## src/rtl/alu_sequencer_pkg.sv

```systemverilog
// Shared constants for the ALU command sequencer: ALU opcodes, command kinds,
// FSM state encodings and the opcode-selection helper.
package alu_sequencer_pkg;

   localparam int DATA_W = 24;

   localparam logic [2:0] ALU_OP_ADD = 3'd0;
   localparam logic [2:0] ALU_OP_SUB = 3'd1;
   localparam logic [2:0] ALU_OP_AND = 3'd2;
   localparam logic [2:0] ALU_OP_OR  = 3'd3;
   localparam logic [2:0] ALU_OP_XOR = 3'd4;
   localparam logic [2:0] ALU_OP_NOT = 3'd5;
   localparam logic [2:0] ALU_OP_SLL = 3'd6;
   localparam logic [2:0] ALU_OP_SRL = 3'd7;

   localparam logic [1:0] CMD_SINGLE = 2'd0;
   localparam logic [1:0] CMD_MUL    = 2'd1;
   localparam logic [1:0] CMD_CMP    = 2'd2;

   localparam logic [1:0] ST_IDLE     = 2'd0;
   localparam logic [1:0] ST_EXEC     = 2'd1;
   localparam logic [1:0] ST_MUL_STEP = 2'd2;
   localparam logic [1:0] ST_DONE     = 2'd3;

   // CMP is a subtract whose result is discarded; the reserved kind behaves as SINGLE.
   function automatic logic [2:0] exec_op(input logic [1:0] kind, input logic [2:0] op);
      return (kind == CMD_CMP) ? ALU_OP_SUB : op;
   endfunction

endpackage

```

## src/rtl/alu_seq_mul_ctrl.sv

```systemverilog
// Shift-add multiply datapath: accumulator, shifting multiplicand/multiplier,
// step counter and sticky carry. Exposes next-state values so the ALU inputs can be registered in step.
module alu_seq_mul_ctrl
   import alu_sequencer_pkg::*;
#(
   parameter int WIDTH     = DATA_W,
   parameter int MUL_STEPS = DATA_W
) (
   input  logic             clk,
   input  logic             reset,
   input  logic             load,
   input  logic             step,
   input  logic [WIDTH-1:0] a,
   input  logic [WIDTH-1:0] b,
   input  logic [WIDTH-1:0] alu_result,
   input  logic             alu_c,
   output logic [WIDTH-1:0] acc_d,
   output logic [WIDTH-1:0] mcand_d,
   output logic             sticky_c_d,
   output logic             last_step
);

   localparam int CNT_W = (MUL_STEPS > 1) ? $clog2(MUL_STEPS) : 1;

   logic [WIDTH-1:0] acc_q, mcand_q, mplier_q, mplier_d;
   logic [CNT_W-1:0] cnt_q, cnt_d;
   logic             sticky_c_q;

   assign last_step = (cnt_q == CNT_W'(MUL_STEPS - 1));

   always_comb begin
      // NOTE: every signal gets its hold value first so no path leaves it unassigned (no latch).
      acc_d      = acc_q;
      mcand_d    = mcand_q;
      mplier_d   = mplier_q;
      cnt_d      = cnt_q;
      sticky_c_d = sticky_c_q;
      if (load) begin
         acc_d      = '0;
         mcand_d    = a;
         mplier_d   = b;
         cnt_d      = '0;
         sticky_c_d = 1'b0;
      end else if (step) begin
         if (mplier_q[0]) begin
            acc_d      = alu_result;
            sticky_c_d = sticky_c_q | alu_c;
         end
         mcand_d  = mcand_q << 1;
         mplier_d = mplier_q >> 1;
         cnt_d    = cnt_q + CNT_W'(1);
      end
   end

   // NOTE: datapath registers are reset too, so an aborted multiply leaves no stale state behind.
   always_ff @(posedge clk or posedge reset) begin
      if (reset) begin
         acc_q      <= '0;
         mcand_q    <= '0;
         mplier_q   <= '0;
         cnt_q      <= '0;
         sticky_c_q <= 1'b0;
      end else begin
         // NOTE: non-blocking so every register samples pre-edge values, like real flops.
         acc_q      <= acc_d;
         mcand_q    <= mcand_d;
         mplier_q   <= mplier_d;
         cnt_q      <= cnt_d;
         sticky_c_q <= sticky_c_d;
      end
   end

endmodule

```

## src/rtl/alu_sequencer.sv

```systemverilog
// Command-side initiator for the external 24-bit ALU: runs single ops, CMP
// (flags only) and a fixed-length shift-add multiply, returning a registered response.
module alu_sequencer
   import alu_sequencer_pkg::*;
#(
   parameter int WIDTH     = DATA_W,
   parameter int MUL_STEPS = DATA_W
) (
   input  logic             clk,
   input  logic             reset,
   input  logic             cmd_valid,
   output logic             cmd_ready,
   input  logic [1:0]       cmd_kind,
   input  logic [2:0]       cmd_op,
   input  logic [WIDTH-1:0] cmd_a,
   input  logic [WIDTH-1:0] cmd_b,
   output logic [WIDTH-1:0] alu_a,
   output logic [WIDTH-1:0] alu_b,
   output logic [2:0]       alu_op,
   input  logic [WIDTH-1:0] alu_result,
   input  logic             alu_z,
   input  logic             alu_c,
   input  logic             alu_n,
   output logic             rsp_valid,
   output logic [WIDTH-1:0] rsp_result,
   output logic             flag_z,
   output logic             flag_c,
   output logic             flag_n
);

   logic [1:0]       state_q, state_d;
   logic [1:0]       kind_q, kind_d;
   logic [WIDTH-1:0] alu_a_q, alu_a_d, alu_b_q, alu_b_d;
   logic [2:0]       alu_op_q, alu_op_d;
   logic [WIDTH-1:0] rsp_result_q, rsp_result_d;
   logic             flag_z_q, flag_z_d, flag_c_q, flag_c_d, flag_n_q, flag_n_d;

   logic             mul_load, mul_step, mul_last, mul_sticky_d;
   logic [WIDTH-1:0] mul_acc_d, mul_mcand_d;

   alu_seq_mul_ctrl #(
      .WIDTH     (WIDTH),
      .MUL_STEPS (MUL_STEPS)
   ) u_mul_ctrl (
      .clk        (clk),
      .reset      (reset),
      .load       (mul_load),
      .step       (mul_step),
      .a          (cmd_a),
      .b          (cmd_b),
      .alu_result (alu_result),
      .alu_c      (alu_c),
      .acc_d      (mul_acc_d),
      .mcand_d    (mul_mcand_d),
      .sticky_c_d (mul_sticky_d),
      .last_step  (mul_last)
   );

   always_comb begin
      state_d      = state_q;
      kind_d       = kind_q;
      alu_a_d      = alu_a_q;
      alu_b_d      = alu_b_q;
      alu_op_d     = alu_op_q;
      rsp_result_d = rsp_result_q;
      flag_z_d     = flag_z_q;
      flag_c_d     = flag_c_q;
      flag_n_d     = flag_n_q;
      mul_load     = 1'b0;
      mul_step     = 1'b0;

      case (state_q)
         ST_IDLE: begin
            if (cmd_valid) begin
               kind_d = cmd_kind;
               if (cmd_kind == CMD_MUL) begin
                  mul_load = 1'b1;
                  state_d  = ST_MUL_STEP;
                  alu_a_d  = mul_acc_d;
                  alu_b_d  = mul_mcand_d;
                  alu_op_d = ALU_OP_ADD;
               end else begin
                  state_d  = ST_EXEC;
                  alu_a_d  = cmd_a;
                  alu_b_d  = cmd_b;
                  alu_op_d = exec_op(cmd_kind, cmd_op);
               end
            end
         end
         ST_EXEC: begin
            state_d = ST_DONE;
            if (kind_q != CMD_CMP) rsp_result_d = alu_result;
            flag_z_d = alu_z;
            flag_c_d = alu_c;
            flag_n_d = alu_n;
         end
         ST_MUL_STEP: begin
            // ALU inputs track the accumulator/multiplicand as they will be after this edge.
            mul_step = 1'b1;
            alu_a_d  = mul_acc_d;
            alu_b_d  = mul_mcand_d;
            if (mul_last) begin
               state_d      = ST_DONE;
               rsp_result_d = mul_acc_d;
               flag_z_d     = (mul_acc_d == '0);
               flag_c_d     = mul_sticky_d;
               flag_n_d     = mul_acc_d[WIDTH-1];
            end
         end
         ST_DONE: state_d = ST_IDLE;
         default: state_d = ST_IDLE;
      endcase
   end

   always_ff @(posedge clk or posedge reset) begin
      if (reset) begin
         state_q      <= ST_IDLE;
         kind_q       <= CMD_SINGLE;
         alu_a_q      <= '0;
         alu_b_q      <= '0;
         alu_op_q     <= ALU_OP_ADD;
         rsp_result_q <= '0;
         flag_z_q     <= 1'b0;
         flag_c_q     <= 1'b0;
         flag_n_q     <= 1'b0;
      end else begin
         state_q      <= state_d;
         kind_q       <= kind_d;
         alu_a_q      <= alu_a_d;
         alu_b_q      <= alu_b_d;
         alu_op_q     <= alu_op_d;
         rsp_result_q <= rsp_result_d;
         flag_z_q     <= flag_z_d;
         flag_c_q     <= flag_c_d;
         flag_n_q     <= flag_n_d;
      end
   end

   assign cmd_ready  = (state_q == ST_IDLE);
   assign rsp_valid  = (state_q == ST_DONE);
   assign alu_a      = alu_a_q;
   assign alu_b      = alu_b_q;
   assign alu_op     = alu_op_q;
   assign rsp_result = rsp_result_q;
   assign flag_z     = flag_z_q;
   assign flag_c     = flag_c_q;
   assign flag_n     = flag_n_q;

endmodule

```

## config.mk

```make
export PLATFORM = sky130hd
export DESIGN_NAME = alu_sequencer
export DESIGN_NICKNAME = d
export VERILOG_FILES = /design/src/rtl/alu_sequencer_pkg.sv /design/src/rtl/alu_seq_mul_ctrl.sv /design/src/rtl/alu_sequencer.sv
export SDC_FILE = /design/constraint.sdc
export NUM_CORES = 1
export LEC_CHECK = 0
export CAP_MARGIN = 20
export CORE_UTILIZATION = 52
export DETAILED_ROUTE_END_ITERATION = 12
export GPL_ROUTABILITY_DRIVEN = 0
export GPL_TIMING_DRIVEN = 0
export MAX_ROUTING_LAYER = met4
export PLACE_DENSITY = 0.81
export SETUP_SLACK_MARGIN = 0.2
export SLEW_MARGIN = 25
export SYNTH_ARGS = -nofsm -noshare
export SYNTH_HDL_FRONTEND = slang
export SYNTH_SLANG_ARGS = --single-unit
```

## constraint.sdc

```tcl
create_clock -name clk -period 5.81 [get_ports clk]
set_clock_uncertainty 0.15 [all_clocks]
set_input_delay 0.581 -clock clk [delete_from_list [all_inputs] [get_ports clk]]
set_output_delay 0.581 -clock clk [all_outputs]
set_load 0.02 [all_outputs]
```

==> results.cfg, run 1 <==
[drt]
post_drt_via_cell_ratio = 5.82
route.detailed.drc = 0
drt_iter0_markers = 492
detail_route.first_pass.iterations = 5
wire_length_per_cell_um = 20.0
vias = 6390
routed_wirelength_mm = 21.9
route.antenna.remaining_nets = 0

[critical_path]
worst-endpoint-arrival_ps = 2750
slowest_stage = sky130_fd_sc_hd__mux2i_1
critPathMostFrequentCell = sky130_fd_sc_hd__buf_4
worst-setup-path-type = flip-flop to flip-flop
crit_fanout = 10
worst_setup_path_end_kind = flip-flop
crit_family = buffers and inverters
critical_path.cell_chain = inv_1 > ha_1 > buf_4 > mux2i_1 > buf_4 > buf_2 > nand2_1 > o21ai_1
timing.critical_path.required_ps = 6010
max_stage_delay_on_crit_path_ps = 690
path_buf_inv = 4
setup.worst_path.start_class = flip-flop

[synth]
netlist_area_um2 = 7960
synth_edf_count = 0
yosys_register_bits = 160
postSynthAreaPerCell_um2 = 11.1
synth.yosys.seq_area_share = 0.503
post_synthesis_cells = 718
synth.distinct_cells = 41
syn_nets = 806
synthesis.yosys.warnings = 0
most_used_flip_flop_cell_after_synthesis = sky130_fd_sc_hd__dfrtp_1
synthArstFlopShare = 1.00

[global_route]
number_of_global_route_vias_before_repair = 6618
grt.total_usage = 0.297
grt.overflow.total = 0
grt_max_degree = 93
wire_length_of_the_first_global_routing_pass_mm = 34.7
grt_antenna_before_repair = 1

[clocking]
cts_root_buffer = sky130_fd_sc_hd__clkbuf_16
cts_hold_buffers = 0
post_cts.repair.setup_buffers = 0
cts_sinks = 160
clkSlewWorstSetupHoldPaths_ps = 60
clock_path_buffers = 2
numCtsBuffers = 17
cts_tree = done
cts.htree.levels = 4
post_cts_resize_count = 0
worstSkewPairLatency_ps = 430

[placement]
dpl_worst_slack_ps = 3200
dp_hpwl_mm = 16.2
buffer_ports.inserted = 161

[hold_path]
hold_path_class = input pin to flip-flop

[die]
core_area_um2 = 14800
fp.dieArea_um2 = 15800
initial_core_util = 0.539
design.portCount = 163
core.rowCount = 44
die-width_um = 126
chip_height_um = 126

[sta]
max_slew.worst_pin.slew_ps = 793
setup_slack_ps = 3260
finalMaxSlewViolations = 0
grt_setup_unrepaired = no
slew_margin_rel = 0.456
fmaxAchievable_mhz = 393
timing.final.setup_violations = 0
fin_crit_ps = 2550
hold_viol_final = 0
timing.final.crit_share = 0.438

[cells_and_area]
layout.cells.most_common = sky130_fd_sc_hd__clkdlybuf4s50_1
most-common-layout-cells = sky130_fd_sc_hd__clkdlybuf4s50_1, sky130_fd_sc_hd__dfrtp_1, sky130_fd_sc_hd__mux2i_1
final_nets = 987
proportion_of_layout_cells_with_a_drive_suffix_above_1 = 0.201
layout-area-overhead-vs-synth_pct = 31.6
fillCellCount = 1074
post_layout_utilization_of_the_core = 0.710

[power]
ir_worst_vdd_mv = 0.300
cellLeakagePower_uw = 0.00461
power_per_cell_area_nw_per_um2 = 593

[run]
cap_viol_max_count = 0

[outcome]
status = completed
[cells by family (layout without fill, tap and decap cells)]
logic type,Yosys count,count (layout),synth area share
muxes,148,148,0.196
buffers and inverters,61,255,0.0516
DFF,160,160,0.503
AOI/OAI and AO/OA,165,165,0.136
other,0,1,0
adders and majority gates,5,5,0.00786
and+or+nand+nor,174,174,0.0994
xor gates and xnor gates,5,5,0.00550
[per-stage QoR]
step                power [uW]  TNS (ps)  instance area (um^2)  instances  hold slack, ps
floorplan                 3870         0                  7960        718             313
global placement          4860   -180320                  9800       1063             315
detailed placement        4980         0                  9840       1064             328
CTS                       6210         0                 10500       1096             313
global route              6540         0                 10500       1097             334
finish                    6210         0                 10500       1097             316
[routing by layer]
| layer | up-vias | GRT usage | wire length (um) |
|---|---|---|---|
| met5 | - | - | 0 |
| met4 | 0 | 0.128 | 599 |
| met3 | 52 | 0.0590 | 1570 |
| met2 | 287 | 0.457 | 10300 |
| met1 | 3146 | 0.383 | 9390 |
| li1 | 2905 | - | - |
[Yosys cell counts, types with 10 or more instances]
master	number	share of area
sky130_fd_sc_hd__buf_2	19	0.012
sky130_fd_sc_hd__o21ai_0	37	0.023
sky130_fd_sc_hd__nand3_1	26	0.016
sky130_fd_sc_hd__a21oi_1	27	0.017
sky130_fd_sc_hd__dfrtp_1	160	0.50
sky130_fd_sc_hd__nand2_1	84	0.040
sky130_fd_sc_hd__o21ai_1	42	0.026
sky130_fd_sc_hd__mux2i_1	99	0.12
sky130_fd_sc_hd__buf_6	11	0.016
sky130_fd_sc_hd__a21oi_2	22	0.024
sky130_fd_sc_hd__a21bo_2	24	0.030
sky130_fd_sc_hd__nor4_1	10	0.0079
sky130_fd_sc_hd__buf_4	14	0.013
sky130_fd_sc_hd__nor2_1	33	0.016
sky130_fd_sc_hd__mux2_2	44	0.062
sky130_fd_sc_hd__clkbuf_1	10	0.0047
[final timing paths]
check / start / to / slack (ps) / cells past startpoint
max: state_q[1]$_DFFE_PP0P_ / alu_b[2]$_DFFE_PP0P_ / 3260 / 8
min: cmd_valid / alu_op[1]$_DFFE_PP0P_ / 320 / 3
max reg2reg: state_q[1]$_DFFE_PP0P_ / alu_b[2]$_DFFE_PP0P_ / 3260 / 8
min reg2reg: alu_op[0]$_DFFE_PP0P_ / alu_op[0]$_DFFE_PP0P_ / 340 / 2
max in group asynchronous: reset / alu_b[16]$_DFFE_PP0P_ / 4240 / 3
min in group asynchronous: reset / rsp_result[2]$_DFFE_PP0P_ / 460 / 2
[where the power goes]
| part | total [uW] | internal (uW) | switching [uW] |
|---|---|---|---|
| Combinational | 3100 | 1420 | 1680 |
| Sequential | 1910 | 1610 | 300 |
| Clock | 1210 | 743 | 463 |
[sequential cells by signal (all words and copies together) (netlist names), 3 cells and up]
name                 cells
u_mul_ctrl.acc_q        24
u_mul_ctrl.mcand_q      24
alu_a                   24
u_mul_ctrl.mplier_q     24
alu_b                   24
alu_op                   3
u_mul_ctrl.cnt_q         5
rsp_result              24
[layout make-up]
cell class / instances / area (um^2) / share of cell area
diodes: 1 / 2.50 / 0.000239
plain buffers: 56 / 392 / 0.0374
clock buffers: 20 / 457 / 0.0436
clock inverters: 12 / 181 / 0.0173
inverters: 5 / 26.3 / 0.00251
multi-input cells: 497 / 3540 / 0.338
flip-flops and latches: 160 / 4000 / 0.382
well taps: 184 / 230 / 0.0220
repair buffers: 162 / 1640 / 0.156
[worst min-delay path, cell delays in order]
cell and delay (ps):
sky130_fd_sc_hd__buf_4 140, sky130_fd_sc_hd__nand3_1 60, sky130_fd_sc_hd__o21ai_0 70
Note: power is estimated with default switching activity, not from simulation.
==> inputs of run 2 (changes only) <==
==> constraint.sdc (replaced) <==
create_clock -name clk -period 2.52 [get_ports clk]
set_clock_uncertainty 0.15 [all_clocks]
set_input_delay 0.252 -clock clk [delete_from_list [all_inputs] [get_ports clk]]
set_output_delay 0.252 -clock clk [all_outputs]
set_load 0.02 [all_outputs]
==> results.cfg, run 2 (synthesized netlist as in run 1, its figures left out) <==
[die]
chip_height_um = 126
initial_core_util = 0.539
design.portCount = 163
fp.dieArea_um2 = 15800
die-width_um = 126
core_area_um2 = 14800
core.rowCount = 44

[global_route]
grt_antenna_before_repair = 0
grt.overflow.total = 0
wire_length_of_the_first_global_routing_pass_mm = 35.8
number_of_global_route_vias_before_repair = 6776
grt.total_usage = 0.306
grt_max_degree = 32
gr-usage-met2 = 0.477
global_route.peak_usage_layer = met2
use_met3 = 0.0633
use_met1 = 0.387

[cells_and_area]
layout-area-overhead-vs-synth_pct = 32.6
final_nets = 991
antennaDiodeCount = 0
final_cells = 1099
layout.cells.most_common = sky130_fd_sc_hd__clkdlybuf4s50_1
postLayoutCellArea_um2 = 10600
most-common-layout-cells = sky130_fd_sc_hd__clkdlybuf4s50_1, sky130_fd_sc_hd__dfrtp_1, sky130_fd_sc_hd__mux2i_1
proportion_of_layout_cells_with_a_drive_suffix_above_1 = 0.208

[clocking]
cts_hold_buffers = 0
cts_tree = done
clock_path_buffers = 2
clkSlewWorstSetupHoldPaths_ps = 60
post_cts.repair.setup_buffers = 0
numCtsBuffers = 17
cts.htree.levels = 4
worstSkewPairLatency_ps = 430
cts_sinks = 160
cts_root_buffer = sky130_fd_sc_hd__clkbuf_16

[drt]
wire_length_per_cell_um = 20.8
drt_iter0_markers = 500
routed_wirelength_mm = 22.8
detail_route.first_pass.iterations = 6
route.detailed.drc = 0
vias = 6528
post_drt_via_cell_ratio = 5.94
route.antenna.remaining_nets = 0

[hold_path]
hold_path_class = input pin to async pin

[placement]
dp_hpwl_mm = 16.9
dpl_worst_slack_ps = 15.6
placed_cells = 1068
post_dp_area_um2 = 9900
buffer_ports.inserted = 161

[sta]
max_slew.worst_pin.slew_ps = 576
slew_margin_rel = 0.616
grt_setup_unrepaired = yes
fmaxAchievable_mhz = 444
timing.final.crit_share = 0.894
fin_crit_ps = 2250
setup_slack_ps = 267
hold_viol_final = 0
timing.final.setup_violations = 0
finalMaxSlewViolations = 0
final.hold.worst_slack_ps = 24.0

[critical_path]
worst-endpoint-arrival_ps = 2370
path_buf_inv = 3
r2r.worst_path.cells = 6
crit_fanout = 10
slowest_stage = sky130_fd_sc_hd__dfrtp_1
critical_path.reg2reg.startpoint = state_q[1]$_DFFE_PP0P_
timing.critical_path.required_ps = 2640
setup.worst_path.start_class = flip-flop
worst-setup-path-type = flip-flop to flip-flop
max_stage_delay_on_crit_path_ps = 450
crit_family = buffers and inverters
worst_setup_path_end_kind = flip-flop
critical_path.cell_chain = inv_1 > ha_1 > buf_6 > mux2i_4 > clkbuf_1 > o21ai_0
crit_start = state_q[1]$_DFFE_PP0P_
crit_cells = 6

[power]
power_per_cell_area_nw_per_um2 = 1350
ir_worst_vdd_mv = 0.711
cellLeakagePower_uw = 0.00465

[outcome]
status = completed

[run]
cap_viol_max_count = 0
run 2: cell count changes in the layout (fill, tap and decap cells not counted), sizes merged:
| cell | before | now |
|---|---|---|
| buf | 47 | 46 |
| bufinv | 4 | 3 |
| clkbuf | 30 | 34 |
| clkinv | 3 | 7 |
| clkinvlp | 4 | 3 |
| diode | 1 | 0 |
| inv | 6 | 4 |
run 2: area by class of cell:
class,count,area [um^2]
fill,1046,4200
clock inverter,12,144
sequential,160,4000
multi-input combinational,497,3590
tap,184,230
inverter,5,22.5
timing repair buffer,166,1710
clock buffer,19,433
buffer,56,420
run 2: layer usage:
| layer | vias up | wire [um] |
|---|---|---|
| met5 | - | 0 |
| met4 | 0 | 792 |
| met3 | 67 | 1700 |
| met2 | 331 | 10900 |
| met1 | 3222 | 9450 |
| li1 | 2908 | - |
run 2: path summary, 6_finish.rpt:
| kind | end | slack, ps |
|---|---|---|
| max | alu_b[21]$_DFFE_PP0P_ | 270 |
| min in group clk | alu_op[1]$_DFFE_PP0P_ | 30 |
| min | state_q[0]$_DFFE_PP0P_ | 20 |
| min reg2reg | alu_b[11]$_DFFE_PP0P_ | 330 |
| max in group asynchronous | u_mul_ctrl.mplier_q[16]$_DFFE_PP0P_ | 1240 |
| max reg2reg | alu_b[21]$_DFFE_PP0P_ | 270 |
run 2: through the flow:
| step | TNS (ps) | util | power, uW |
|---|---|---|---|
| final | 0 | 0.715 | 14300 |
| after global routing | 0 | 0.715 | 15000 |
| after CTS | 0 | 0.712 | 14200 |
| after detailed placement | 0 | 0.671 | 11500 |
| after global placement | -180630 | 0.665 | 11200 |
| after floorplan | 0 | - | 8910 |
run 2: worst reg2reg max path, stage by stage, from the launching register on:
cell,delay (ps)
sky130_fd_sc_hd__dfrtp_1,450
sky130_fd_sc_hd__inv_1,120
sky130_fd_sc_hd__ha_1,190
sky130_fd_sc_hd__buf_6,170
sky130_fd_sc_hd__mux2i_4,370
sky130_fd_sc_hd__clkbuf_1,440
sky130_fd_sc_hd__o21ai_0,220
run 2: where the power goes:
part	internal [uW]	switching [uW]	total, uW
sequential	3720	708	4430
clock	1540	1020	2560
combinational	3340	3960	7290
run 2: repair_timing:
action | in CTS | in global routing
endpoints found under the setup margin | 48 | 77
gates resized for setup | 4 | 18
pin swaps | 0 | 0
==> inputs of run 3 (changes only) <==
--- a/config.mk
+++ b/config.mk
@@ -6,12 +6,14 @@
 export NUM_CORES = 1
 export LEC_CHECK = 0
 export CAP_MARGIN = 20
-export CORE_UTILIZATION = 52
+export CELL_PAD_IN_SITES_DETAIL_PLACEMENT = 0
+export CELL_PAD_IN_SITES_GLOBAL_PLACEMENT = 1
+export CORE_UTILIZATION = 41
 export DETAILED_ROUTE_END_ITERATION = 12
 export GPL_ROUTABILITY_DRIVEN = 0
 export GPL_TIMING_DRIVEN = 0
 export MAX_ROUTING_LAYER = met4
-export PLACE_DENSITY = 0.81
+export PLACE_DENSITY_LB_ADDON = 0.1
 export SETUP_SLACK_MARGIN = 0.2
 export SLEW_MARGIN = 25
 export SYNTH_ARGS = -nofsm -noshare
==> results.cfg, run 3 (synthesized netlist as in run 1, its figures left out) <==
[outcome]
status = completed

[die]
chip_height_um = 141
initial_core_util = 0.421
design.portCount = 163
core_area_um2 = 18900
fp.dieArea_um2 = 20000
die-width_um = 141
core.rowCount = 50

[critical_path]
worst_setup_path_end_kind = flip-flop
setup.worst_path.end = alu_b[1]$_DFFE_PP0P_
worst-setup-path-type = flip-flop to flip-flop
critPathMostFrequentCell = sky130_fd_sc_hd__buf_6
path_buf_inv = 4
crit_start = state_q[0]$_DFFE_PP0P_
critical_path.reg2reg.startpoint = state_q[0]$_DFFE_PP0P_
worst-endpoint-arrival_ps = 2370
crit_cells = 9
timing.critical_path.required_ps = 2670
crit_family = buffers and inverters
setup.reg_to_reg.worst_slack_ps = 290
crit_fanout = 10
critical_path.reg2reg.endpoint = alu_b[1]$_DFFE_PP0P_
r2r.worst_path.cells = 9
setup.worst_path.start_class = flip-flop
slowest_stage = sky130_fd_sc_hd__dfrtp_1
max_stage_delay_on_crit_path_ps = 390
critical_path.cell_chain = inv_1 > ha_2 > buf_6 > nand4b_4 > buf_8 > buf_6 > mux2_4 > mux2i_2 > o21ai_1

[global_route]
wire_length_of_the_first_global_routing_pass_mm = 36.1
grt_antenna_before_repair = 0
number_of_global_route_vias_before_repair = 6477
grt.total_usage = 0.247
grt.overflow.total = 0
grt_max_degree = 27

[drt]
routed_wirelength_mm = 23.1
route.antenna.remaining_nets = 0
post_drt_via_cell_ratio = 5.35
wire_length_per_cell_um = 19.6
drt_iter0_markers = 400
route.detailed.drc = 0
detail_route.first_pass.iterations = 5
vias = 6327

[clocking]
cts_sinks = 160
worstSkewPairLatency_ps = 430
cts_tree = done
clkSlewWorstSetupHoldPaths_ps = 70
cts.htree.levels = 4
clock_path_buffers = 2
cts_root_buffer = sky130_fd_sc_hd__clkbuf_16
numCtsBuffers = 17

[cells_and_area]
layout-area-overhead-vs-synth_pct = 36.2
most-common-layout-cells = sky130_fd_sc_hd__clkdlybuf4s50_1, sky130_fd_sc_hd__dfrtp_1, sky130_fd_sc_hd__mux2i_1
antennaDiodeCount = 0
post_layout_utilization_of_the_core = 0.574
final_nets = 997
postLayoutCellArea_um2 = 10800
layout.cells.most_common = sky130_fd_sc_hd__clkdlybuf4s50_1
proportion_of_layout_cells_with_a_drive_suffix_above_1 = 0.216

[power]
power_per_cell_area_nw_per_um2 = 1350
ir_worst_vdd_mv = 0.715
cellLeakagePower_uw = 0.00472

[hold_path]
hold_path_class = input pin to async pin

[sta]
fmaxAchievable_mhz = 449
max_slew.worst_pin.slew_ps = 609
fin_crit_ps = 2230
timing.final.setup_violations = 0
final.hold.worst_slack_ps = 78.0
finalMaxSlewViolations = 0
setup_slack_ps = 295
timing.final.crit_share = 0.883
slew_margin_rel = 0.594
grt_setup_unrepaired = yes
hold_viol_final = 0

[placement]
post_dp_area_um2 = 10000
buffer_ports.inserted = 161
dpl_worst_slack_ps = -159
dp_hpwl_mm = 17.7

[run]
cap_viol_max_count = 0
## run 3: per-stage QoR
| stage | total power [uW] | std cells | setup TNS [ps] |
|---|---|---|---|
| finish | 14600 | 1182 | 0 |
| global route | 15400 | 1182 | 0 |
| CTS | 14500 | 1178 | 0 |
| detailed placement | 11600 | 1145 | -3470 |
| global placement | 11300 | 1139 | -199750 |
| floorplan | 8910 | 718 | 0 |
## run 3: worst reg2reg max path, stage by stage, from the launching register on
cell and delay (ps):
sky130_fd_sc_hd__dfrtp_1 390, sky130_fd_sc_hd__inv_1 140, sky130_fd_sc_hd__ha_2 210, sky130_fd_sc_hd__buf_6 140, sky130_fd_sc_hd__nand4b_4 160, sky130_fd_sc_hd__buf_8 170
sky130_fd_sc_hd__buf_6 140, sky130_fd_sc_hd__mux2_4 320, sky130_fd_sc_hd__mux2i_2 170, sky130_fd_sc_hd__o21ai_1 100
## run 3: per-layer routing
layer | routed length, um | part of all wire | GRT usage
met1 | 10300 | 0.44 | 0.319
met2 | 11400 | 0.49 | 0.398
met3 | 1150 | 0.050 | 0.0405
met4 | 313 | 0.014 | 0.0801
met5 | 0 | 0 | -
## run 3: what timing repair did
item,4_1_cts,5_1_grt
setup buffers,0,4
endpoints found under the setup margin,49,106
pin swaps,0,1
hold buffers,1,0
resized for setup,4,14
hold endpoints to repair,2,0
## run 3: worst min-delay path by stage
stage	to	slack (ps)	cells after the start
after floorplan	u_mul_ctrl.mplier_q[23]$_DFFE_PP0P_	210	2
after global placement	alu_op[2]$_DFFE_PP0P_	310	2
after detailed placement	alu_op[2]$_DFFE_PP0P_	320	2
after CTS	rsp_result[2]$_DFFE_PP0P_	80	2
after global routing	rsp_result[4]$_DFFE_PP0P_	140	2
final	rsp_result[2]$_DFFE_PP0P_	80	2
## run 3: final cells by class
class                      count  area (um^2)
clock inverter                15          220
timing repair buffer         172         1830
inverter                       5         22.5
sequential                   160         4010
clock buffer                  17          425
tap                          260          325
fill                        1645         8050
buffer                        56          410
multi-input combinational    497         3600
## run 3: where the power goes
| part | internal [uW] | switching [uW] |
|---|---|---|
| sequential | 3720 | 671 |
| clock | 1700 | 1170 |
| combinational | 3410 | 3920 |
| total | 8820 | 5760 |
